$ cat src/rtl/alphacore_pkg.sv
// Shared constants and state type for the core program-load sequencer.
package alphacore_pkg;
  localparam logic [31:0] NOP_INSN   = 32'h0000_0013;
  localparam int          IMEM_DEPTH = 32;

  typedef enum logic [1:0] {
    S_IDLE,
    S_HOLD,
    S_RUN,
    S_DONE
  } seq_state_t;
endpackage

$ cat src/rtl/core_sequencer_if.sv
// Instruction-word load stream between the host and the sequencer.
// The host is the master; the sequencer accepts words only in IDLE while the bank has room.
interface core_sequencer_if;
  logic        load_valid;
  logic        load_ready;
  logic [31:0] load_data;
  logic        load_last;

  modport master (output load_valid, output load_data, output load_last, input load_ready);
  modport slave  (input load_valid, input load_data, input load_last, output load_ready);
endinterface

$ cat src/rtl/core_sequencer_imem_bank.sv
// DEPTH x 32 instruction bank: one write per cycle, tail NOP-fill when the last word lands.
// Writes land on the accepting edge; the caller gates writes using full_o.
module imem_bank
  import alphacore_pkg::*;
#(
  parameter int DEPTH = IMEM_DEPTH
) (
  input  logic        clk,
  input  logic        rst_n,
  input  logic        wr_en_i,
  input  logic        wr_last_i,
  input  logic [31:0] wr_data_i,
  input  logic        ptr_clr_i,
  output logic        full_o,
  output logic [31:0] idata0_o,  idata1_o,  idata2_o,  idata3_o,
  output logic [31:0] idata4_o,  idata5_o,  idata6_o,  idata7_o,
  output logic [31:0] idata8_o,  idata9_o,  idata10_o, idata11_o,
  output logic [31:0] idata12_o, idata13_o, idata14_o, idata15_o,
  output logic [31:0] idata16_o, idata17_o, idata18_o, idata19_o,
  output logic [31:0] idata20_o, idata21_o, idata22_o, idata23_o,
  output logic [31:0] idata24_o, idata25_o, idata26_o, idata27_o,
  output logic [31:0] idata28_o, idata29_o, idata30_o, idata31_o
);
  localparam int PTR_W = $clog2(DEPTH + 1);

  logic [DEPTH-1:0][31:0] bank_q, bank_d;
  logic [PTR_W-1:0]       wptr_q, wptr_d;

  always_comb begin
    bank_d = bank_q;
    wptr_d = wptr_q;
    if (wr_en_i) begin
      for (int i = 0; i < DEPTH; i++) begin
        if (i == int'(wptr_q))                  bank_d[i] = wr_data_i;
        else if (wr_last_i && i > int'(wptr_q)) bank_d[i] = NOP_INSN;
      end
      wptr_d = wr_last_i ? '0 : wptr_q + 1'b1;
    end
    // A new run always restarts loading from word 0.
    if (ptr_clr_i) wptr_d = '0;
  end

  always_ff @(posedge clk or negedge rst_n) begin
    if (!rst_n) begin
      bank_q <= {DEPTH{NOP_INSN}};
      wptr_q <= '0;
    end else begin
      bank_q <= bank_d;
      wptr_q <= wptr_d;
    end
  end

  assign full_o = (wptr_q == PTR_W'(DEPTH));

  assign {idata31_o, idata30_o, idata29_o, idata28_o, idata27_o, idata26_o, idata25_o, idata24_o,
          idata23_o, idata22_o, idata21_o, idata20_o, idata19_o, idata18_o, idata17_o, idata16_o,
          idata15_o, idata14_o, idata13_o, idata12_o, idata11_o, idata10_o, idata9_o,  idata8_o,
          idata7_o,  idata6_o,  idata5_o,  idata4_o,  idata3_o,  idata2_o,  idata1_o,  idata0_o} = bank_q;
endmodule

$ cat src/rtl/core_sequencer.sv
// Program-load and run controller: fills the instruction bank, then holds the core in reset,
// runs it for a programmed cycle count and freezes it. Outputs registered; load_ready from state/wptr.
module core_sequencer
  import alphacore_pkg::*;
#(
  parameter int DEPTH        = IMEM_DEPTH,
  parameter int RESET_CYCLES = 5,
  parameter int CNT_W        = 16
) (
  input  logic             clk,
  input  logic             reset,
  core_sequencer_if.slave  load,
  input  logic             start_i,
  input  logic             abort_i,
  input  logic [CNT_W-1:0] run_cycles_i,
  output logic             busy_o,
  output logic             done_o,
  output logic             core_reset_o,
  output logic             core_clk_en_o,
  output logic [31:0]      idata0_o,  idata1_o,  idata2_o,  idata3_o,
  output logic [31:0]      idata4_o,  idata5_o,  idata6_o,  idata7_o,
  output logic [31:0]      idata8_o,  idata9_o,  idata10_o, idata11_o,
  output logic [31:0]      idata12_o, idata13_o, idata14_o, idata15_o,
  output logic [31:0]      idata16_o, idata17_o, idata18_o, idata19_o,
  output logic [31:0]      idata20_o, idata21_o, idata22_o, idata23_o,
  output logic [31:0]      idata24_o, idata25_o, idata26_o, idata27_o,
  output logic [31:0]      idata28_o, idata29_o, idata30_o, idata31_o
);
  localparam int HOLD_W = $clog2(RESET_CYCLES + 1);

  logic [1:0]        rst_sync_q;
  logic              rst_n;
  seq_state_t        state_q, state_d;
  logic [HOLD_W-1:0] hold_q, hold_d;
  logic [CNT_W-1:0]  run_q, run_d;
  logic              busy_q, busy_d, done_q, done_d;
  logic              core_reset_q, core_reset_d, core_clk_en_q, core_clk_en_d;
  logic              full, accept, take_start;

  // Assert immediately, release two edges later.
  always_ff @(posedge clk or negedge reset) begin
    if (!reset) rst_sync_q <= 2'b00;
    else        rst_sync_q <= {rst_sync_q[0], 1'b1};
  end
  assign rst_n = rst_sync_q[1];

  assign load.load_ready = (state_q == S_IDLE) && !full;
  assign accept          = load.load_valid && load.load_ready;
  assign take_start      = start_i && ((state_q == S_IDLE) || (state_q == S_DONE));

  always_comb begin
    state_d = state_q;
    hold_d  = hold_q;
    run_d   = run_q;
    case (state_q)
      S_IDLE: ;
      S_HOLD: begin
        if (abort_i)            state_d = S_DONE;
        else if (hold_q == '0)  state_d = S_RUN;
        else                    hold_d  = hold_q - 1'b1;
      end
      S_RUN: begin
        // A zero count never reaches 1, so the run only ends on abort.
        if (abort_i || run_q == CNT_W'(1)) state_d = S_DONE;
        else if (run_q != '0)              run_d   = run_q - 1'b1;
      end
      S_DONE: if (load.load_valid) state_d = S_IDLE;
    endcase
    if (take_start) begin
      state_d = S_HOLD;
      hold_d  = HOLD_W'(RESET_CYCLES - 1);
      run_d   = run_cycles_i;
    end
    busy_d        = (state_d == S_HOLD) || (state_d == S_RUN);
    done_d        = (state_d == S_DONE);
    core_clk_en_d = busy_d;
    core_reset_d  = (state_d == S_HOLD) || ((state_d == S_IDLE) && core_reset_q);
  end

  always_ff @(posedge clk or negedge rst_n) begin
    if (!rst_n) begin
      state_q       <= S_IDLE;
      hold_q        <= '0;
      run_q         <= '0;
      busy_q        <= 1'b0;
      done_q        <= 1'b0;
      core_reset_q  <= 1'b1;
      core_clk_en_q <= 1'b0;
    end else begin
      state_q       <= state_d;
      hold_q        <= hold_d;
      run_q         <= run_d;
      busy_q        <= busy_d;
      done_q        <= done_d;
      core_reset_q  <= core_reset_d;
      core_clk_en_q <= core_clk_en_d;
    end
  end

  assign busy_o        = busy_q;
  assign done_o        = done_q;
  assign core_reset_o  = core_reset_q;
  assign core_clk_en_o = core_clk_en_q;

  imem_bank #(.DEPTH(DEPTH)) u_bank (
    .clk       (clk),
    .rst_n     (rst_n),
    .wr_en_i   (accept),
    .wr_last_i (load.load_last),
    .wr_data_i (load.load_data),
    .ptr_clr_i (take_start),
    .full_o    (full),
    .idata0_o  (idata0_o),  .idata1_o  (idata1_o),  .idata2_o  (idata2_o),  .idata3_o  (idata3_o),
    .idata4_o  (idata4_o),  .idata5_o  (idata5_o),  .idata6_o  (idata6_o),  .idata7_o  (idata7_o),
    .idata8_o  (idata8_o),  .idata9_o  (idata9_o),  .idata10_o (idata10_o), .idata11_o (idata11_o),
    .idata12_o (idata12_o), .idata13_o (idata13_o), .idata14_o (idata14_o), .idata15_o (idata15_o),
    .idata16_o (idata16_o), .idata17_o (idata17_o), .idata18_o (idata18_o), .idata19_o (idata19_o),
    .idata20_o (idata20_o), .idata21_o (idata21_o), .idata22_o (idata22_o), .idata23_o (idata23_o),
    .idata24_o (idata24_o), .idata25_o (idata25_o), .idata26_o (idata26_o), .idata27_o (idata27_o),
    .idata28_o (idata28_o), .idata29_o (idata29_o), .idata30_o (idata30_o), .idata31_o (idata31_o)
  );
endmodule

$ cat src/flat_wrapper.sv
// flat-port wrapper written by rule: the top's interface ports become plain ports
module core_sequencer_flat import alphacore_pkg::*;
#(
  parameter int DEPTH        = IMEM_DEPTH,
  parameter int RESET_CYCLES = 5,
  parameter int CNT_W        = 16
)
  (clk, reset, start_i, abort_i, run_cycles_i, busy_o, done_o, core_reset_o, core_clk_en_o, idata0_o, idata1_o, idata2_o, idata3_o, idata4_o, idata5_o, idata6_o, idata7_o, idata8_o, idata9_o, idata10_o, idata11_o, idata12_o, idata13_o, idata14_o, idata15_o, idata16_o, idata17_o, idata18_o, idata19_o, idata20_o, idata21_o, idata22_o, idata23_o, idata24_o, idata25_o, idata26_o, idata27_o, idata28_o, idata29_o, idata30_o, idata31_o, load_load_valid, load_load_data, load_load_last, load_load_ready);
  core_sequencer_if load_i ();
  input  logic clk;
  input  logic reset;
  input  logic start_i;
  input  logic abort_i;
  input  logic [CNT_W-1:0] run_cycles_i;
  output logic busy_o;
  output logic done_o;
  output logic core_reset_o;
  output logic core_clk_en_o;
  output logic [31:0] idata0_o;
  output logic [31:0] idata1_o;
  output logic [31:0] idata2_o;
  output logic [31:0] idata3_o;
  output logic [31:0] idata4_o;
  output logic [31:0] idata5_o;
  output logic [31:0] idata6_o;
  output logic [31:0] idata7_o;
  output logic [31:0] idata8_o;
  output logic [31:0] idata9_o;
  output logic [31:0] idata10_o;
  output logic [31:0] idata11_o;
  output logic [31:0] idata12_o;
  output logic [31:0] idata13_o;
  output logic [31:0] idata14_o;
  output logic [31:0] idata15_o;
  output logic [31:0] idata16_o;
  output logic [31:0] idata17_o;
  output logic [31:0] idata18_o;
  output logic [31:0] idata19_o;
  output logic [31:0] idata20_o;
  output logic [31:0] idata21_o;
  output logic [31:0] idata22_o;
  output logic [31:0] idata23_o;
  output logic [31:0] idata24_o;
  output logic [31:0] idata25_o;
  output logic [31:0] idata26_o;
  output logic [31:0] idata27_o;
  output logic [31:0] idata28_o;
  output logic [31:0] idata29_o;
  output logic [31:0] idata30_o;
  output logic [31:0] idata31_o;
  input wire logic [$bits(load_i.load_valid)-1:0] load_load_valid;
  input wire logic [$bits(load_i.load_data)-1:0] load_load_data;
  input wire logic [$bits(load_i.load_last)-1:0] load_load_last;
  output wire logic [$bits(load_i.load_ready)-1:0] load_load_ready;
  assign load_i.load_valid = load_load_valid;
  assign load_i.load_data = load_load_data;
  assign load_i.load_last = load_load_last;
  assign load_load_ready = load_i.load_ready;
  core_sequencer #(.DEPTH(DEPTH), .RESET_CYCLES(RESET_CYCLES), .CNT_W(CNT_W)) u_core (.clk(clk), .reset(reset), .load(load_i), .start_i(start_i), .abort_i(abort_i), .run_cycles_i(run_cycles_i), .busy_o(busy_o), .done_o(done_o), .core_reset_o(core_reset_o), .core_clk_en_o(core_clk_en_o), .idata0_o(idata0_o), .idata1_o(idata1_o), .idata2_o(idata2_o), .idata3_o(idata3_o), .idata4_o(idata4_o), .idata5_o(idata5_o), .idata6_o(idata6_o), .idata7_o(idata7_o), .idata8_o(idata8_o), .idata9_o(idata9_o), .idata10_o(idata10_o), .idata11_o(idata11_o), .idata12_o(idata12_o), .idata13_o(idata13_o), .idata14_o(idata14_o), .idata15_o(idata15_o), .idata16_o(idata16_o), .idata17_o(idata17_o), .idata18_o(idata18_o), .idata19_o(idata19_o), .idata20_o(idata20_o), .idata21_o(idata21_o), .idata22_o(idata22_o), .idata23_o(idata23_o), .idata24_o(idata24_o), .idata25_o(idata25_o), .idata26_o(idata26_o), .idata27_o(idata27_o), .idata28_o(idata28_o), .idata29_o(idata29_o), .idata30_o(idata30_o), .idata31_o(idata31_o));
endmodule
$ cat config.mk
export PLATFORM = sky130hd
export DESIGN_NAME = core_sequencer_flat
export DESIGN_NICKNAME = d
export VERILOG_FILES = /design/src/rtl/alphacore_pkg.sv /design/src/rtl/core_sequencer_if.sv /design/src/rtl/core_sequencer_imem_bank.sv /design/src/rtl/core_sequencer.sv /design/src/flat_wrapper.sv
export SDC_FILE = /design/constraint.sdc
export NUM_CORES = 1
export LEC_CHECK = 0
export CAP_MARGIN = 20
export CORE_AREA = 4 4 419 421
export CTS_BUF_LIST = sky130_fd_sc_hd__clkbuf_16
export CTS_CLUSTER_SIZE = 14
export DETAILED_ROUTE_END_ITERATION = 12
export DIE_AREA = 0 0 423 425
export PLACE_DENSITY = 0.45
export REMOVE_ABC_BUFFERS = 1
export SLEW_MARGIN = 0
export SYNTH_ARGS = -nofsm -noshare
export SYNTH_HDL_FRONTEND = slang
export SYNTH_HIERARCHICAL = 1
export SYNTH_SLANG_ARGS = --single-unit
$ cat constraint.sdc
create_clock -name clk -period 29.9 [get_ports clk]
set_input_delay 4.485 -clock clk [delete_from_list [all_inputs] [get_ports clk]]
set_output_delay 4.485 -clock clk [all_outputs]
set_load 0.01 [all_outputs]
==> results.py, run 1 <==
metrics = {
    "run_status": {
        "outcome": "complete, no violations",
    },
    "min_path": {
        "worstHoldPathType": "flip-flop to async pin",
    },
    "grt": {
        "grt_max_degree": 152,
        "grt_pass1_wl_um": 294000,
        "grt_pass1_vias": 34133,
        "grt_overflow": 0,
        "grt_use_total": 0.232,
        "antenna_found_initial": 20,
    },
    "routing": {
        "routed_wl_um": 216000,
        "dr.pass1.iters": 5,
        "ant_nets": 0,
        "routed_via_density": 4.80,
        "drc": 0,
        "drt_iter0_markers": 3358,
        "routedWlPerCell_um": 30.3,
        "vias": 34188,
    },
    "yosys": {
        "synthArstFlopShare": 1.00,
        "yosysSeqAreaShare": 0.639,
        "synth_top_cell_area_share": 0.577,
        "yosysTopAreaCell": "dfrtp_1",
        "synth.distinct_cells": 77,
        "synth_most_common_cell": "dfrtp_1",
        "synthTopCellsByCount": "959 x dfrtp_1, 871 x nand2_1, 455 x o21ai_0, 435 x a22o_1, 202 x clkbuf_1",
        "synth_ff_type": "dfrtp_1",
        "synthTopCellsByArea": "dfrtp_1 58%, a22o_1 9.2%, nand2_1 7.9%",
        "ys_ff_latch": 1056,
        "synth_edf_count": 0,
        "synthesis.area_um2": 41600,
        "syn_inst": 3741,
        "syn_area_per_cell_um2": 11.1,
        "synth_warnings": 6,
    },
    "sta": {
        "setup_viol": 0,
        "grt_setup_unrepaired": "no",
        "finalCritPeriodShare": 0.258,
        "worst_pin_slew_ps": 1130,
        "holdWs_ps": 324,
        "slew_viol_final": 0,
        "fin_crit_ps": 7720,
        "setup_ws_ps": 22180,
        "clock_skew_ps": 29.8,
        "slew_headroom": 0.248,
        "hold_viol_final": 0,
        "max_freq_ghz": 0.130,
    },
    "die": {
        "initial_core_util": 0.243,
        "die_area_um2": 180000,
        "die_w_um": 423,
        "rows": 152,
        "die_h_um": 425,
        "core_area_um2": 171000,
        "io_pins": 1083,
    },
    "clock_network": {
        "cts_tree": "built",
        "cts_resized": 0,
        "postCtsHoldBufs": 0,
        "cts_setup_buffers": 0,
        "clk_latency_ps": 770,
        "cts_sinks": 1056,
        "cts_max_level": 4,
        "path_clk_slew_ps": 60,
        "cts-root-buf": "clkbuf_16",
        "cts_buffers": 131,
        "cts_buffer_depth": 3,
    },
    "finish": {
        "nFillCells": 17273,
        "instances_no_fill": 7125,
        "final_nets": 4767,
        "area_growth_pct": 41.1,
        "drive_gt1_frac": 0.111,
    },
    "setup_path": {
        "rrSetupSlack_ps": 24950,
        "cp_slowest_cell": "dfrtp_1",
        "end_kind": "primary output",
        "worst_ep_arrival_time_ps": 3230,
        "cp-start-kind": "flip-flop",
        "crit_required_ps": 25420,
        "crit_buf_inv": 2,
        "cpPeakStageDelay_ps": 980,
        "crit_chain": "or2_1 -> buf_4 -> nor3_1 -> nor2b_1 -> clkdlybuf4s50_1",
        "criticalPathCategory": "flip-flop to primary output",
        "path_max_fanout": 21,
        "crit_family": "buffers and inverters",
    },
    "pwr": {
        "p_total_w": 0.00395,
        "ir_drop_mv": 0.0430,
        "leakage_nw": 25.1,
        "cellPowerDensity_nw_per_um2": 67.3,
    },
    "placed_design": {
        "placedCellCount": 6869,
        "globalplace.congestion": 0.795,
        "port_buffers": 1082,
        "dp_slack_ps": 21780,
        "dp_hpwl_um": 139000,
    },
    "flow_run": {
        "maxCapViolCount": 0,
    },
}
-- layout by cell type (no fill, tap or decap), types with 31 or more instances in the layout --
cell type / netlist / final
a22o_1: 435 / 435
o22a_1: 48 / 48
dfstp_2: 97 / 97
clkdlybuf4s50_1: 0 / 1050
inv_1: 13 / 47
nor2_1: 88 / 50
buf_4: 20 / 102
o21ai_0: 455 / 455
clkbuf_16: 0 / 134
dfrtp_1: 959 / 957
buf_2: 112 / 31
nand3_1: 123 / 123
nand2_1: 871 / 871
-- report_power, final --
part / switching [W] / internal, W / leakage (nW)
Sequential: 0.0000800 / 0.00159 / 14.3
Combinational: 0.000459 / 0.000320 / 8.72
Clock: 0.000662 / 0.000840 / 2.06
Total: 0.00120 / 0.00275 / 25.1
-- metrics by stage --
stage	util	cell area, µm²	TNS [ps]
after floorplan	-	39800	-1479170
after CTS	0.341	58500	0
after global placement	0.318	54500	0
after detailed placement	0.318	54500	0
final	0.342	58600	0
after global routing	0.342	58600	0
-- cells by family (layout without fill, tap and decap cells) --
kind of cell               Yosys count  after routing  share of synthesized area
AOI/OAI and AO/OA                 1048           1048                      0.176
xor gates and xnor gates             2              2                   0.000422
adders and majority gates           17             17                    0.00512
buffers and inverters              382           1439                     0.0439
DFF                               1056           1056                      0.639
muxes                               33             33                     0.0117
other                                1             18                  0.0000902
and+or+nand+nor                   1202           1202                      0.124
-- metal layers --
| metal | part of all wire | vias up | track usage |
|---|---|---|---|
| met1 | 0.40 | 17637 | 0.282 |
| li1 | - | 14927 | - |
| met5 | 0 | - | 0 |
| met2 | 0.49 | 1298 | 0.391 |
| met4 | 0.049 | 0 | 0.107 |
| met3 | 0.062 | 326 | 0.0532 |
-- layout make-up --
cell class / count / area (µm²) / share of cell area
Antenna cell: 17 / 42.5 / 0.000726
Inverter: 13 / 48.8 / 0.000832
Sequential cell: 1056 / 26600 / 0.453
Multi-Input combinational cell: 2303 / 13500 / 0.231
Timing Repair Buffer: 1191 / 11600 / 0.198
Tap cell: 2310 / 2890 / 0.0493
Clock inverter: 101 / 616 / 0.0105
Clock buffer: 134 / 3350 / 0.0572
-- path summary, 6_finish.rpt --
check                                        startpoint                          end  cells past startpoint
max in group asynchronous          u_core/rst_sync_q[1]  u_core/u_bank/idata22_o[28]                      5
worst max-delay path            u_core/u_bank/wptr_q[3]              load_load_ready                      5
worst min-delay path               u_core/rst_sync_q[1]   u_core/u_bank/idata28_o[5]                      0
min in group clk                   u_core/rst_sync_q[0]         u_core/rst_sync_q[1]                      0
worst max register to register     u_core/rst_sync_q[1]  u_core/u_bank/idata22_o[28]                      5
worst min register to register     u_core/rst_sync_q[1]   u_core/u_bank/idata28_o[5]                      0
No activity file was read; power rests on OpenSTA's default activity.
==> run 2: changes to the inputs <==
==> constraint.sdc (replaced) <==
create_clock -name clk -period 6.8 [get_ports clk]
set_input_delay 1.02 -clock clk [delete_from_list [all_inputs] [get_ports clk]]
set_output_delay 1.02 -clock clk [all_outputs]
set_load 0.01 [all_outputs]
==> run 2 against run 1 <==
Critical path depth increased by 5. Hold slack gained 28 ps. Sequential power grew to 4.4 times the previous value. Final cell count barely moved. Global-route usage about the same. Largest power group unchanged. Setup slack lost 20000 ps. First-iteration DRC count down 5.9%. Sequential share of layout area shrank 0.21 points. Sequential cell count is the same. Power rose to 4.5 times the previous value.
==> results.py, run 2 (synthesis gave the netlist of run 1 again) <==
metrics = {
    "run_status": {
        "outcome": "complete, no violations",
    },
    "setup_path": {
        "crit_required_ps": 7400,
        "end_kind": "flip-flop",
        "path_max_fanout": 32,
        "cp-start-kind": "flip-flop",
        "worst_ep_arrival_time_ps": 5170,
        "criticalPathCategory": "flip-flop to flip-flop",
    },
    "clock_network": {
        "postCtsHoldBufs": 0,
        "cts-root-buf": "clkbuf_16",
        "clk_latency_ps": 790,
        "cts_buffer_depth": 3,
        "cts_setup_buffers": 0,
        "cts_max_level": 4,
        "cts_sinks": 1056,
        "cts_buffers": 131,
        "cts_resized": 0,
        "path_clk_slew_ps": 50,
        "cts_tree": "built",
    },
    "pwr": {
        "ir_drop_mv": 0.211,
        "p_int_w": 0.0124,
        "clkPwrFrac": 0.391,
        "p_switching_w": 0.00530,
        "seq_power_share": 0.416,
        "leakage_nw": 25.2,
        "cellPowerDensity_nw_per_um2": 300,
        "p_sw_frac": 0.300,
        "p_total_w": 0.0177,
        "pwr-share-comb": 0.193,
    },
    "finish": {
        "final_nets": 4768,
        "area_growth_pct": 41.7,
        "mostFrequentLayoutCell": "clkdlybuf4s50_1",
        "drive_gt1_frac": 0.113,
        "mostFrequentLayoutCells": "1,050 x clkdlybuf4s50_1, 957 x dfrtp_1, 871 x nand2_1",
    },
    "placed_design": {
        "port_buffers": 1082,
        "dp_hpwl_um": 140000,
        "globalplace.congestion": 0.793,
    },
    "die": {
        "initial_core_util": 0.243,
        "rows": 152,
        "die_h_um": 425,
        "io_pins": 1083,
        "die_w_um": 423,
        "die_area_um2": 180000,
        "core_area_um2": 171000,
    },
    "routing": {
        "dr.pass1.iters": 6,
        "drc": 0,
        "vias": 34232,
        "ant_nets": 0,
        "drt_iter0_markers": 3160,
        "routedWlPerCell_um": 30.3,
        "routed_via_density": 4.81,
        "routed_wl_um": 216000,
    },
    "sta": {
        "max_freq_ghz": 0.219,
        "slew_headroom": 0.264,
        "grt_setup_unrepaired": "no",
        "setup_viol": 0,
        "hold_viol_final": 0,
        "finalCritPeriodShare": 0.671,
        "clock_skew_ps": 28.4,
        "final.setup.tns_ps": 0,
        "worst_pin_slew_ps": 1100,
        "slew_viol_final": 0,
        "fin_crit_ps": 4570,
    },
    "grt": {
        "met2_usage": 0.393,
        "grt_max_degree": 124,
        "grt_use_met3": 0.0636,
        "grt_pass1_vias": 34288,
        "busiest_layer": "met2",
        "antenna_found_initial": 11,
        "grt_overflow": 0,
        "grt_pass1_wl_um": 295000,
        "grtUsageMet1": 0.276,
        "grt_use_total": 0.232,
    },
    "min_path": {
        "worstHoldPathType": "flip-flop to flip-flop",
    },
    "flow_run": {
        "maxCapViolCount": 0,
    },
}
run 2: metrics by stage:
step                area, µm²  std cells  setup WS (ps)   util  hold slack [ps]
floorplan               39800       3372         -24650      -              331
global placement        54600       6867           1960  0.318              334
detailed placement      54700       6873           1870  0.319              338
CTS                     58800       7113           2120  0.343              307
global route            58900       7120           1900  0.344              356
finish                  58900       7123           2230  0.344              352
run 2: worst max-delay path, cell delays in order, from the launching register on:
cell      delay (ps)
dfrtp_1          610
inv_1            170
ha_1             330
nand2_1           90
nor3_1            70
nor2b_1          170
and2_2           690
and3b_1          430
nand2b_2         550
a31oi_4         1010
o21ai_0          230
run 2: path summary, 6_finish.rpt:
check | slack [ps] | to | depth (start not counted) | startpoint
max | 2230 | u_core/u_bank/idata21_o[18] | 10 | u_core/u_bank/wptr_q[1]
min | 350 | u_core/rst_sync_q[1] | 0 | u_core/rst_sync_q[0]
max reg2reg | 2230 | u_core/u_bank/idata21_o[18] | 10 | u_core/u_bank/wptr_q[1]
min reg2reg | 350 | u_core/rst_sync_q[1] | 0 | u_core/rst_sync_q[0]
max in group asynchronous | 4570 | u_core/u_bank/idata7_o[3] | 2 | u_core/rst_sync_q[1]
min in group asynchronous | 400 | u_core/rst_sync_q[1] | 1 | reset
run 2: cell type report:
class / instances / area, µm²
fillers: 17195 / 112000
flip-flops and latches: 1056 / 26600
multi-input cells: 2303 / 13500
repair buffers: 1192 / 11700
clock buffers: 135 / 3380
well taps: 2310 / 2890
clock inverters: 105 / 797
inverters: 13 / 48.8
diodes: 9 / 22.5
run 2: power groups by stage:
| stage | clock network [W] | registers (W) | logic [W] |
|---|---|---|---|
| floorplan | 0 | 0.00769 | 0.00106 |
| CTS | 0.00712 | 0.00734 | 0.00348 |
| global placement | 0 | 0.00744 | 0.00344 |
| global route | 0.00736 | 0.00741 | 0.00360 |
| detailed placement | 0 | 0.00744 | 0.00347 |
| finish | 0.00691 | 0.00734 | 0.00341 |
run 2: per-layer routing:
layer  part of all wire  wire length, µm
met2               0.50           107000
met4              0.045             9680
met5                  0                0
met1               0.39            83500
met3              0.072            15500
